**config.mk**
```make
export PLATFORM = sky130hd
export DESIGN_NAME = segdisplay_scan
export DESIGN_NICKNAME = d
export VERILOG_FILES = /design/src/rtl/segdisplay_pkg.sv /design/src/rtl/seg_glyph_decode.sv /design/src/rtl/segdisplay_scan.sv
export SDC_FILE = /design/constraint.sdc
export NUM_CORES = 1
export LEC_CHECK = 0
export BUFFER_PORTS_ARGS = -buffer_cell sky130_fd_sc_hd__buf_2
export CAP_MARGIN = 30
export CELL_PAD_IN_SITES_DETAIL_PLACEMENT = 1
export CELL_PAD_IN_SITES_GLOBAL_PLACEMENT = 1
export CORE_AREA = 2 2 81 142
export DETAILED_ROUTE_END_ITERATION = 8
export DIE_AREA = 0 0 83 144
export PLACE_DENSITY_LB_ADDON = 0.1
export SLEW_MARGIN = 10
export SYNTH_ARGS = -nofsm -noshare
export SYNTH_HDL_FRONTEND = slang
export SYNTH_SLANG_ARGS = --single-unit
```
**constraint.sdc**
```tcl
create_clock -name clk -period 3.3 [get_ports clk]
set_input_delay 0.66 -clock clk [delete_from_list [all_inputs] [get_ports clk]]
set_output_delay 0.66 -clock clk [all_outputs]
set_load 0.02 [all_outputs]
```
**src/rtl/segdisplay_pkg.sv**
```systemverilog
// rtl/segdisplay_pkg.sv - shared glyph table and sizing helpers for the segment scanner
package segdisplay_pkg;

  localparam logic [6:0] SEG_BLANK = 7'h7F;

  // Active-high segments {a,b,c,d,e,f,g} at [6:0]; entry 0 is the last element.
  localparam logic [15:0][6:0] GLYPHS = {
    7'h47, 7'h4F, 7'h3D, 7'h4E, 7'h1F, 7'h77, 7'h7B, 7'h7F,
    7'h70, 7'h5F, 7'h5B, 7'h33, 7'h79, 7'h6D, 7'h30, 7'h7E
  };

  localparam int DIGIT_IDX_W_MIN = 1;

  function automatic int idx_width(input int n);
    return (n > 1) ? $clog2(n) : DIGIT_IDX_W_MIN;
  endfunction

endpackage

```
**src/rtl/seg_glyph_decode.sv**
```systemverilog
// rtl/seg_glyph_decode.sv - nibble to active-low 7-segment pattern, with blanking
module seg_glyph_decode
  import segdisplay_pkg::*;
(
  input  logic [3:0] val_i,
  input  logic       hex_mode_i,
  input  logic       blank_i,
  output logic [6:0] seg_o
);

  always_comb begin
    seg_o = SEG_BLANK;
    if (!blank_i && (hex_mode_i || (val_i <= 4'd9))) begin
      seg_o = ~GLYPHS[val_i];
    end
  end

endmodule

```
**src/rtl/segdisplay_scan.sv**
```systemverilog
// rtl/segdisplay_scan.sv - multiplexed common-anode 7-segment scanner with frame-synchronous
// value buffering, leading-zero blanking, blink and PWM brightness
module segdisplay_scan
  import segdisplay_pkg::*;
#(
  parameter int NUM_DIGITS = 4,
  parameter int PRESC_W    = 16,
  parameter int BRIGHT_W   = 3,
  parameter int BLINK_W    = 5
) (
  input  logic                    clk,
  input  logic                    rst_n,
  input  logic                    en,
  input  logic                    load,
  input  logic [4*NUM_DIGITS-1:0] vals,
  input  logic [NUM_DIGITS-1:0]   dp,
  input  logic [NUM_DIGITS-1:0]   blink_mask,
  input  logic                    hex_mode,
  input  logic                    lz_blank,
  input  logic [BRIGHT_W-1:0]     brightness,
  output logic [NUM_DIGITS-1:0]   an,
  output logic [6:0]              seg,
  output logic                    seg_dp,
  output logic                    frame_done
);

  localparam int IDX_W = idx_width(NUM_DIGITS);
  localparam int BUF_W = 6 * NUM_DIGITS;
  localparam logic [PRESC_W-1:0]    PRESC_MAX = '1;
  localparam logic [IDX_W-1:0]      IDX_LAST  = IDX_W'(NUM_DIGITS - 1);
  localparam logic [NUM_DIGITS-1:0] DIGIT0    = NUM_DIGITS'(1);

  logic [PRESC_W-1:0]    presc_q, presc_d;
  logic [IDX_W-1:0]      idx_q, idx_d;
  logic [BLINK_W-1:0]    frame_q, frame_d;
  logic [BUF_W-1:0]      pend_q, pend_d, act_q, act_d;
  logic                  pend_valid_q, pend_valid_d;
  logic [NUM_DIGITS-1:0] an_q, an_d;
  logic [6:0]            seg_q, seg_d;
  logic                  seg_dp_q, seg_dp_d;

  // Buffer layout: {blink_mask, dp, vals}.
  logic [BUF_W-1:0]        in_buf;
  logic [4*NUM_DIGITS-1:0] act_vals;
  logic [NUM_DIGITS-1:0]   act_dp, act_blink;

  assign in_buf    = {blink_mask, dp, vals};
  assign act_vals  = act_q[4*NUM_DIGITS-1:0];
  assign act_dp    = act_q[5*NUM_DIGITS-1:4*NUM_DIGITS];
  assign act_blink = act_q[6*NUM_DIGITS-1:5*NUM_DIGITS];

  assign frame_done = en && (presc_q == PRESC_MAX) && (idx_q == IDX_LAST);

  always_comb begin
    presc_d = '0;
    idx_d   = '0;
    frame_d = '0;
    if (en) begin
      presc_d = presc_q + PRESC_W'(1);
      idx_d   = idx_q;
      frame_d = frame_q;
      if (presc_q == PRESC_MAX) begin
        idx_d = (idx_q == IDX_LAST) ? '0 : idx_q + IDX_W'(1);
      end
      if (frame_done) begin
        frame_d = frame_q + BLINK_W'(1);
      end
    end
  end

  // New values reach the active set only at a frame boundary, or at once while scanning is off.
  always_comb begin
    pend_d       = pend_q;
    act_d        = act_q;
    pend_valid_d = pend_valid_q;
    if (load && (frame_done || !en)) begin
      act_d        = in_buf;
      pend_valid_d = 1'b0;
    end else if (load) begin
      pend_d       = in_buf;
      pend_valid_d = 1'b1;
    end else if (frame_done && pend_valid_q) begin
      act_d        = pend_q;
      pend_valid_d = 1'b0;
    end
  end

  logic [NUM_DIGITS-1:0] lz_hide;
  logic                  lz_run;

  always_comb begin
    lz_hide = '0;
    lz_run  = 1'b1;
    for (int i = NUM_DIGITS - 1; i >= 0; i--) begin
      lz_run     = lz_run && (act_vals[4*i +: 4] == 4'd0);
      lz_hide[i] = lz_blank && (i != 0) && lz_run;
    end
  end

  logic [3:0] cur_val;
  logic       cur_blink_hide;
  logic       cur_blank;
  logic       anode_on;
  logic [6:0] glyph_seg;

  assign cur_val        = act_vals[{idx_q, 2'b00} +: 4];
  assign cur_blink_hide = act_blink[idx_q] && frame_q[BLINK_W-1];
  assign cur_blank      = lz_hide[idx_q] || cur_blink_hide;
  // Slot cycle 0 stays dark so the previous digit's cathodes never ghost onto the new anode.
  assign anode_on       = en && (presc_q != '0) &&
                          (presc_q[PRESC_W-1 -: BRIGHT_W] <= brightness);

  seg_glyph_decode u_glyph (
    .val_i      (cur_val),
    .hex_mode_i (hex_mode),
    .blank_i    (cur_blank),
    .seg_o      (glyph_seg)
  );

  always_comb begin
    an_d     = '1;
    seg_d    = SEG_BLANK;
    seg_dp_d = 1'b1;
    if (anode_on) begin
      an_d     = ~(DIGIT0 << idx_q);
      seg_d    = glyph_seg;
      seg_dp_d = ~(act_dp[idx_q] && !cur_blink_hide);
    end
  end

  always_ff @(posedge clk or negedge rst_n) begin
    if (!rst_n) begin
      presc_q      <= '0;
      idx_q        <= '0;
      frame_q      <= '0;
      pend_q       <= '0;
      act_q        <= '0;
      pend_valid_q <= 1'b0;
      an_q         <= '1;
      seg_q        <= SEG_BLANK;
      seg_dp_q     <= 1'b1;
    end else begin
      presc_q      <= presc_d;
      idx_q        <= idx_d;
      frame_q      <= frame_d;
      pend_q       <= pend_d;
      act_q        <= act_d;
      pend_valid_q <= pend_valid_d;
      an_q         <= an_d;
      seg_q        <= seg_d;
      seg_dp_q     <= seg_dp_d;
    end
  end

  assign an     = an_q;
  assign seg    = seg_q;
  assign seg_dp = seg_dp_q;

endmodule

```
After elaboration in Yosys (flattened, before gate mapping)
Memory sizes are Yosys's and may differ from the RTL's.
Cells that the tools add are included.

cells by class
  equal/unequal tests = 5
  bitwise logic cells = 4
  $add $sub $neg = 3
  order comparisons = 4
  mux-type cells = 23
  shift-type cells = 2
  reduce and logical (&&, ||, !) cells = 28

operator list
  operator                 count
  $mux W24                 3
  $mux W7                  3
  $add A16 B1 Y16 const B  1
  $eq A16 B16 Y1 const B   1
  $mux W16                 1
  $reduce_bool A16 Y1      1
  $shiftx A16 B5 Y4        1
  $logic_and A1 B1 Y1      14
  $logic_not A4 Y1         3
  $mux W5                  2
  $mux W1                  7
  $not A7 Y7               1
  $bmux W1 S2              3
  $mux W2                  3
  $ne A2 B1 Y1 const B     3
  $add A5 B1 Y5 const B    1
  $lt A4 B5 Y1 const B     1
  $le A4 B4 Y1 const B     1
  $mux W4                  1
  $not A4 Y4               1
  $reduce_and A2 Y1        2
  $shl A1 B2 Y4 const A    1
  $le A3 B3 Y1             1
  $logic_not A1 Y1         3
  other kinds (7)          10

word-level totals
  memory bits (read-only) = 112
  bits of input ports = 33
  register bits = 84
  word-level logic and storage cells = 79
  output and inout port bits = 13
  memories = 1

memories
  memory           words  bits a word  read ports  clocked after Yosys merged registers in  write ports  line                    source
  (no name shown)  16     7            1           0                                        0            seg_glyph_decode.sv:14  seg_o = ~GLYPHS[val_i];

Longest topological paths before layout
Gate-level depths: netlist (run 1).

  depth in word-level cells = 11
  mapped depth = 9
  gate-level depth less buffers = 8

By module
Synthesis (run 1) repeated with hierarchy kept, for this count alone.

second synthesis, totals
  cells, all modules = 346
  area total of the unflattened synthesis = 4468.0 sq um

by module, submodules not included
  module            cells an instance  sequential area each (sq um)  area each (sq um)  instances
  segdisplay_scan   306                2117.0                        4146.5             1
  seg_glyph_decode  40                 0.0                           321.6              1

Worst setup path before layout (run 1)
No wires, ideal clock.

  path type = register to output
  from = register presc_q[4]
  to = output port frame_done
  data arrival time = 1.497 ns
  stages on the path, launching flop included = 7
  path slack = 1.143 ns
  path buffers = 2
  required time = 2.640 ns
  cell sequence = dfrtp_1 > and4_1 > buf_6 > nand4_4 > or2_1 > buf_2 > nor2_1

on the way
  word-level cells in the longest chain between the ends = 3

ends and longest elaborated chain
  item                               line                    source
  start, declared                    segdisplay_scan.sv:33   logic [PRESC_W-1:0] presc_q, presc_d;
  start signal, assigned             segdisplay_scan.sv:143  presc_q <= presc_d;
  $eq A16 B16 Y1                     segdisplay_scan.sv:52   assign frame_done = en && (presc_q == PRESC_MAX) && (idx_q == IDX_LAST);
  $logic_and A1 B1 Y1 (2 in series)  segdisplay_scan.sv:52
  end, declared                      segdisplay_scan.sv:24   output logic frame_done

No other way between the ends.

Worst setup path in the final report (run 1)
  from = register idx_q[0]
  to = output port frame_done

on the way
  word-level cells in the longest chain between the ends = 2

ends and longest elaborated chain
  item                    line                    source
  start, declared         segdisplay_scan.sv:34   logic [IDX_W-1:0] idx_q, idx_d;
  start signal, assigned  segdisplay_scan.sv:144  idx_q <= idx_d;
  $eq A2 B2 Y1            segdisplay_scan.sv:52
  $logic_and A1 B1 Y1     segdisplay_scan.sv:52

No other way between the ends.

==> metrics, run 1 <==
Combinational Power Share 0.140; setup TNS 0 ns; row count 51; drt pass-1 iters 4; power per cell area 543 nW/um^2; final setup margin 0.594 ns; FMAX 0.370 GHz; Num CTS Buffers 9; arrival time of the worst setup path 2.05 ns; Post-synth EDFFs 0; Crit. End Element output pin; Final period util 0.820; io pins 46; P_leak 2.09 nW; placed cell area 4560 sq um; Clk pwr share 0.402; Worst VDD drop 0.271 mV; PnR Total Power 0.00267 W; Port-buffer cells 45; Vias/cell 5.32; CTS tree done; Mapped Area 4250 sq um; layout cell share with drive strength beyond 1 0.327; CTS Buffer Depth 2; Final nets 472; grt total ovfl 0; CTS resizes 0; Post-synth ARST share 1.00; DR WL/cell 17.7 um; first-pass GRT wire length 16.1 mm; Synth Warn # 0; FF-to-FF path depth 9; Post-Synthesis Net Count 427; Reg2Reg Setup Slack 0.85 ns; initial core utilization 0.390; clk root buf clkbuf_16; worst-margin pin slew 0.698 ns; RR Startpoint idx_q[0]; cts hold-fix bufs 0; Synth Register Bits 84; Place WS 0.790 ns; die area 12000 sq um; H-tree levels 3; Die Span Y 144 um; CP max FO 9; internal power 0.00200 W; Yosys cell types 52; dpl hpwl 7.30 mm; ANT cells 0; status completed; clk slew on worst S/H paths 0.06 ns; Avg Cell Area, Syn 11.3 sq um; NetSw 0.000668 W; DRT antenna net count 0; clk sinks 84; Syn-to-layout area delta 15.4%; Final Wtd Congestion 0.812; buffer count from post-CTS setup fixing 0; Starting DRT DRC Count 72; Worst-Skew Late Latency 0.33 ns; Clock Skews 0.00640 ns; unrepaired setup endpoints after global routing no; Switching Fraction 0.251; All-Layer GR Usage 0.175; CP Data Required Time 2.64 ns; # DRC 0; Rel. slew slack 0.534; Crit Reg-Reg Endpoint seg[4]; min-delay worst type in2async; DR vias 2979; Crit Path Category reg2out; max cap viols 0; share of the yosys chip area belonging to registers 0.498; Hold Vio Cnt, Final 0; Slew Viols, Final 0; Core Area 10900 sq um; # setup viols final 0; CP Launch Type flip-flop; minimum clock period 2.71 ns; vias in the first global route 3123; Synth Flop Type dfrtp_1; Flop pwr share 0.459; routed wire length 9.92 mm; count of mapped cells out of synthesis 378; pin count of the biggest net entering global routing 67; fin area 4910 sq um; die width 83 um; initial antenna violation count 0
==> worst max-delay path by stage <==
stage / cells after the start / startpoint / endpoint
2_1_floorplan: 6 / presc_q[4] / frame_done
3_3_place_gp: 5 / idx_q[0] / pend_q[7]
3_5_place_dp: 5 / idx_q[0] / pend_q[5]
4_1_cts: 5 / idx_q[0] / frame_done
5_1_grt: 5 / idx_q[0] / frame_done
6_report: 5 / idx_q[0] / frame_done
==> critical path, cell delays in order (launching register included) <==
cell and delay [ns]:
dfrtp_1 0.45, ha_1 0.27, nand4_1 0.23, or2_1 0.40, nor2_1 0.17, buf_2 0.19
==> layout by cell type, fill, tap and decap left out, types with 4 or more instances in the layout <==
| cell type | count |
|---|---|
| a21oi_1 | 13 |
| buf_2 | 44 |
| buf_4 | 8 |
| clkbuf_16 | 11 |
| dfrtp_1 | 72 |
| dfstp_2 | 12 |
| ha_1 | 16 |
| inv_1 | 13 |
| mux2_2 | 24 |
| mux4_2 | 7 |
| nand2_1 | 18 |
| nand3_1 | 13 |
| nor2_1 | 73 |
| nor3_1 | 4 |
| nor4_1 | 5 |
| o21ai_0 | 8 |
| o22ai_1 | 5 |
| o22ai_2 | 20 |
| or3_1 | 4 |
| xnor2_1 | 5 |
| xor2_1 | 9 |
==> sequential cells by signal (all words and copies together) (netlist names) <==
name / flops
idx_q: 2
presc_q: 16
frame_q: 5
act_q: 24
seg: 7
an: 4
pend_valid_q: 1
pend_q: 24
seg_dp: 1
==> per-layer routing <==
metal,global-route usage,routed length [um],vias to the layer above
met5,0,0,-
met4,0.0682,199,0
met3,0.0354,233,11
met2,0.330,5670,39
met1,0.190,3820,1511
li1,-,-,1418
==> area by class of cell <==
cell class,count,area (sq um)
Clock buffer,14,287
Clock inverter,2,36.3
Fill cell,1201,6000
Inverter,13,48.8
Timing Repair Buffer,53,308
Tap cell,132,165
Multi-Input combinational cell,262,1950
Sequential cell,84,2120
==> Yosys cell counts, types with 5 or more instances <==
cell,number,area share
dfstp_2,12,0.074
mux4_2,7,0.037
buf_6,6,0.016
nor4_1,5,0.0074
o22ai_2,20,0.059
o22ai_1,5,0.0074
xnor2_1,5,0.010
inv_1,13,0.011
ha_1,16,0.047
nand2_1,18,0.016
nor2_1,73,0.064
a21oi_1,13,0.015
xor2_1,9,0.019
o21ai_0,8,0.0094
nand3_1,13,0.015
dfrtp_1,72,0.42
mux2_2,24,0.064
==> power by group through the flow <==
stage	combinational (W)	clock, W	sequential [W]
final	0.000372	0.00107	0.00122
after global routing	0.000417	0.00116	0.00124
after floorplan	0.000243	0	0.00123
after CTS	0.000376	0.00111	0.00123
after detailed placement	0.000375	0	0.00124
after global placement	0.000363	0	0.00124
==> metrics by stage <==
step                      hold slack, ns  utilization  instances
after floorplan                    0.364            -        378
after global placement             0.465        0.418        543
after detailed placement           0.476        0.418        543
after CTS                          0.470        0.447        559
after global routing               0.105        0.450        560
final                              0.122        0.450        560
==> cells by family after synthesis <==
kind of cell,count (synthesis),synth area share
buffers and inverters,32,0.0485
multiplexers,32,0.103
flip-flops,84,0.498
AO/OA/AOI/OAI,58,0.115
XOR/XNOR,14,0.0288
AND/OR/NAND/NOR,142,0.160
adder cells (fa/ha/maj),16,0.0471
(Power assumes the default switching activity.)
==> run 2, diff against run 1 <==
==> constraint.sdc (replaced) <==
create_clock -name clk -period 2.5 [get_ports clk]
set_input_delay 0.5 -clock clk [delete_from_list [all_inputs] [get_ports clk]]
set_output_delay 0.5 -clock clk [all_outputs]
set_load 0.02 [all_outputs]
==> run 2 against run 1 <==
Net effect: global-route usage up 0.74 points; critical path depth unchanged; flip-flop and latch count is the same; via count rose by 0.60%; total power up 27%; hold slack gained 0.0039 ns; clock power grew 19%; sequential share of layout area shrank 0.15 points; first-iteration DRC count increased by 17%; register-to-register slack lost 0.65 ns.
==> metrics, run 2 (synthesis results as in run 1) <==
status completed (unchanged); Vias/cell 5.31 (was 5.32); CP max FO 9 (unchanged); Slew Viols, Final 0 (unchanged); DR vias 2997 (was 2979); Worst VDD drop 0.525 mV (was 0.271 mV); clk root buf clkbuf_16 (unchanged); io pins 46 (unchanged); final setup margin 0.0914 ns (was 0.594 ns); min-delay worst type in2async (unchanged); DR WL/cell 18.1 um (was 17.7 um); row count 51 (unchanged); Place WS 0.102 ns (was 0.790 ns); critical path's slowest cell dfrtp_1 (unchanged); Clock Skews 0.00785 ns (was 0.00640 ns); Rel. slew slack 0.608 (was 0.534); worst path buffer plus inverter count 1 (unchanged); P_leak 2.10 nW (was 2.09 nW); Hold Vio Cnt, Final 0 (unchanged); cts hold-fix bufs 0 (unchanged); grt total ovfl 0 (unchanged); crit-path cells and4_2 > nand4_4 > or2_4 > nor2_1 > buf_2 (was ha_1 > nand4_1 > or2_1 > nor2_1 > buf_2); unrepaired setup endpoints after global routing no (unchanged); All-Layer GR Usage 0.182 (was 0.175); vias in the first global route 3420 (was 3123); FMAX 0.415 GHz; pin count of the biggest net entering global routing 48 (was 67); H-tree levels 3 (unchanged); clk slew on worst S/H paths 0.06 ns (about the same); worst-margin pin slew 0.588 ns (was 0.698 ns); commonest non-fill, non-tap cell in the layout nor2_1 (unchanged); arrival time of the worst setup path 1.91 ns (was 2.05 ns); most frequent cells in the layout nor2_1 (73), dfrtp_1 (71), buf_2 (44) (was nor2_1 (73), dfrtp_1 (72), buf_2 (44)); Num CTS Buffers 9 (unchanged); # DRC 0 (unchanged); Core Area 10900 sq um (unchanged); first-pass GRT wire length 17.1 mm (was 16.1 mm); CTS Buffer Depth 2 (unchanged); dpl hpwl 7.48 mm (was 7.30 mm); Port-buffer cells 45 (unchanged); clk sinks 84 (unchanged); Regs by FF count act_q (24), pend_q (24), presc_q (16) (unchanged); Starting DRT DRC Count 84 (was 72); worst stage delay on the critical path 0.45 ns (about the same); Final nets 476 (was 472); CP Launch Type flip-flop (unchanged); Syn-to-layout area delta 15.8% (was 15.4%); CP Data Required Time 2.00 ns (was 2.64 ns); Crit Path Category reg2out (unchanged); share of the core filled with cells 0.452 (was 0.450); initial antenna violation count 0 (unchanged); power per cell area 686 nW/um^2 (was 543 nW/um^2); max cap viols 0 (unchanged); layout cell share with drive strength beyond 1 0.345 (was 0.327); die area 12000 sq um (unchanged); Final period util 0.963; Die Span Y 144 um (unchanged); minimum clock period 2.41 ns; CTS tree done (unchanged); DRT antenna net count 0 (unchanged); Worst-Skew Late Latency 0.34 ns (was 0.33 ns); routed wire length 10.2 mm (was 9.92 mm); ANT cells 0 (unchanged); drt pass-1 iters 4 (unchanged); initial core utilization 0.390 (unchanged); CP delay by family, top simple AND/OR/NAND/NOR gates (unchanged); setup TNS 0 ns (unchanged); Crit. End Element output pin (unchanged); # setup viols final 0 (unchanged); die width 83 um (unchanged); Final Wtd Congestion 0.796 (was 0.812)
==> run 2: what timing repair did <==
action | 4_1_cts | 5_1_grt
pin swaps | 0 | 0
endpoints found under the setup margin | 1 | 1
setup buffers | 1 | 0
resized for setup | 2 | 2
cloned | 0 | 0
==> run 2: layer usage <==
metal	global-route usage	part of all wire	up-vias
li1	-	-	1419
met1	0.188	0.38	1535
met2	0.366	0.59	35
met3	0.0280	0.021	8
met4	0.0630	0.014	0
met5	0	0	-
==> run 2: power by group <==
group	switching [W]	internal, W	leakage [nW]
Combinational	0.000268	0.000226	0.952
Sequential	0.0000984	0.00152	1.01
Clock	0.000540	0.000729	0.136
==> run 2: metrics by stage <==
stage / instances / power [W] / hold WS [ns] / cell area (sq um)
2_1_floorplan: 378 / 0.00195 / 0.204 / 4250
3_3_place_gp: 546 / 0.00212 / 0.467 / 4600
3_5_place_dp: 546 / 0.00214 / 0.477 / 4600
4_1_cts: 563 / 0.00342 / 0.154 / 4900
5_1_grt: 564 / 0.00353 / 0.185 / 4930
6_report: 564 / 0.00338 / 0.126 / 4930
==> run 2: worst paths after layout <==
path                       cells after the start          to       start  slack, ns
max                                            5  frame_done  presc_q[4]       0.09
min in group clk                               2   pend_q[7]     vals[7]       0.42
min reg2reg                                    1  presc_q[0]  presc_q[0]       0.48
max reg2reg                                    8      seg[4]    idx_q[0]       0.20
max in group asynchronous                      2      seg[0]       rst_n       1.67
min                                            1  frame_q[3]       rst_n       0.13
==> run 2: cell type report <==
| class | count | area, sq um |
|---|---|---|
| clock buffers | 13 | 260 |
| inverters | 13 | 48.8 |
| multi-input cells | 262 | 1950 |
| repair buffers | 57 | 363 |
| flip-flops and latches | 84 | 2120 |
| well taps | 132 | 165 |
| clock inverters | 3 | 21.3 |
| fillers | 1228 | 5980 |
==> run 2: worst register-to-register path: stages, from the launching register on <==
cell and delay, ns:
dfrtp_2 0.47, mux4_2 0.62, inv_1 0.14, ha_1 0.23
nor2_1 0.06, nor2_1 0.08, nor3b_1 0.07, a31oi_2 0.34
o2111ai_1 0.20
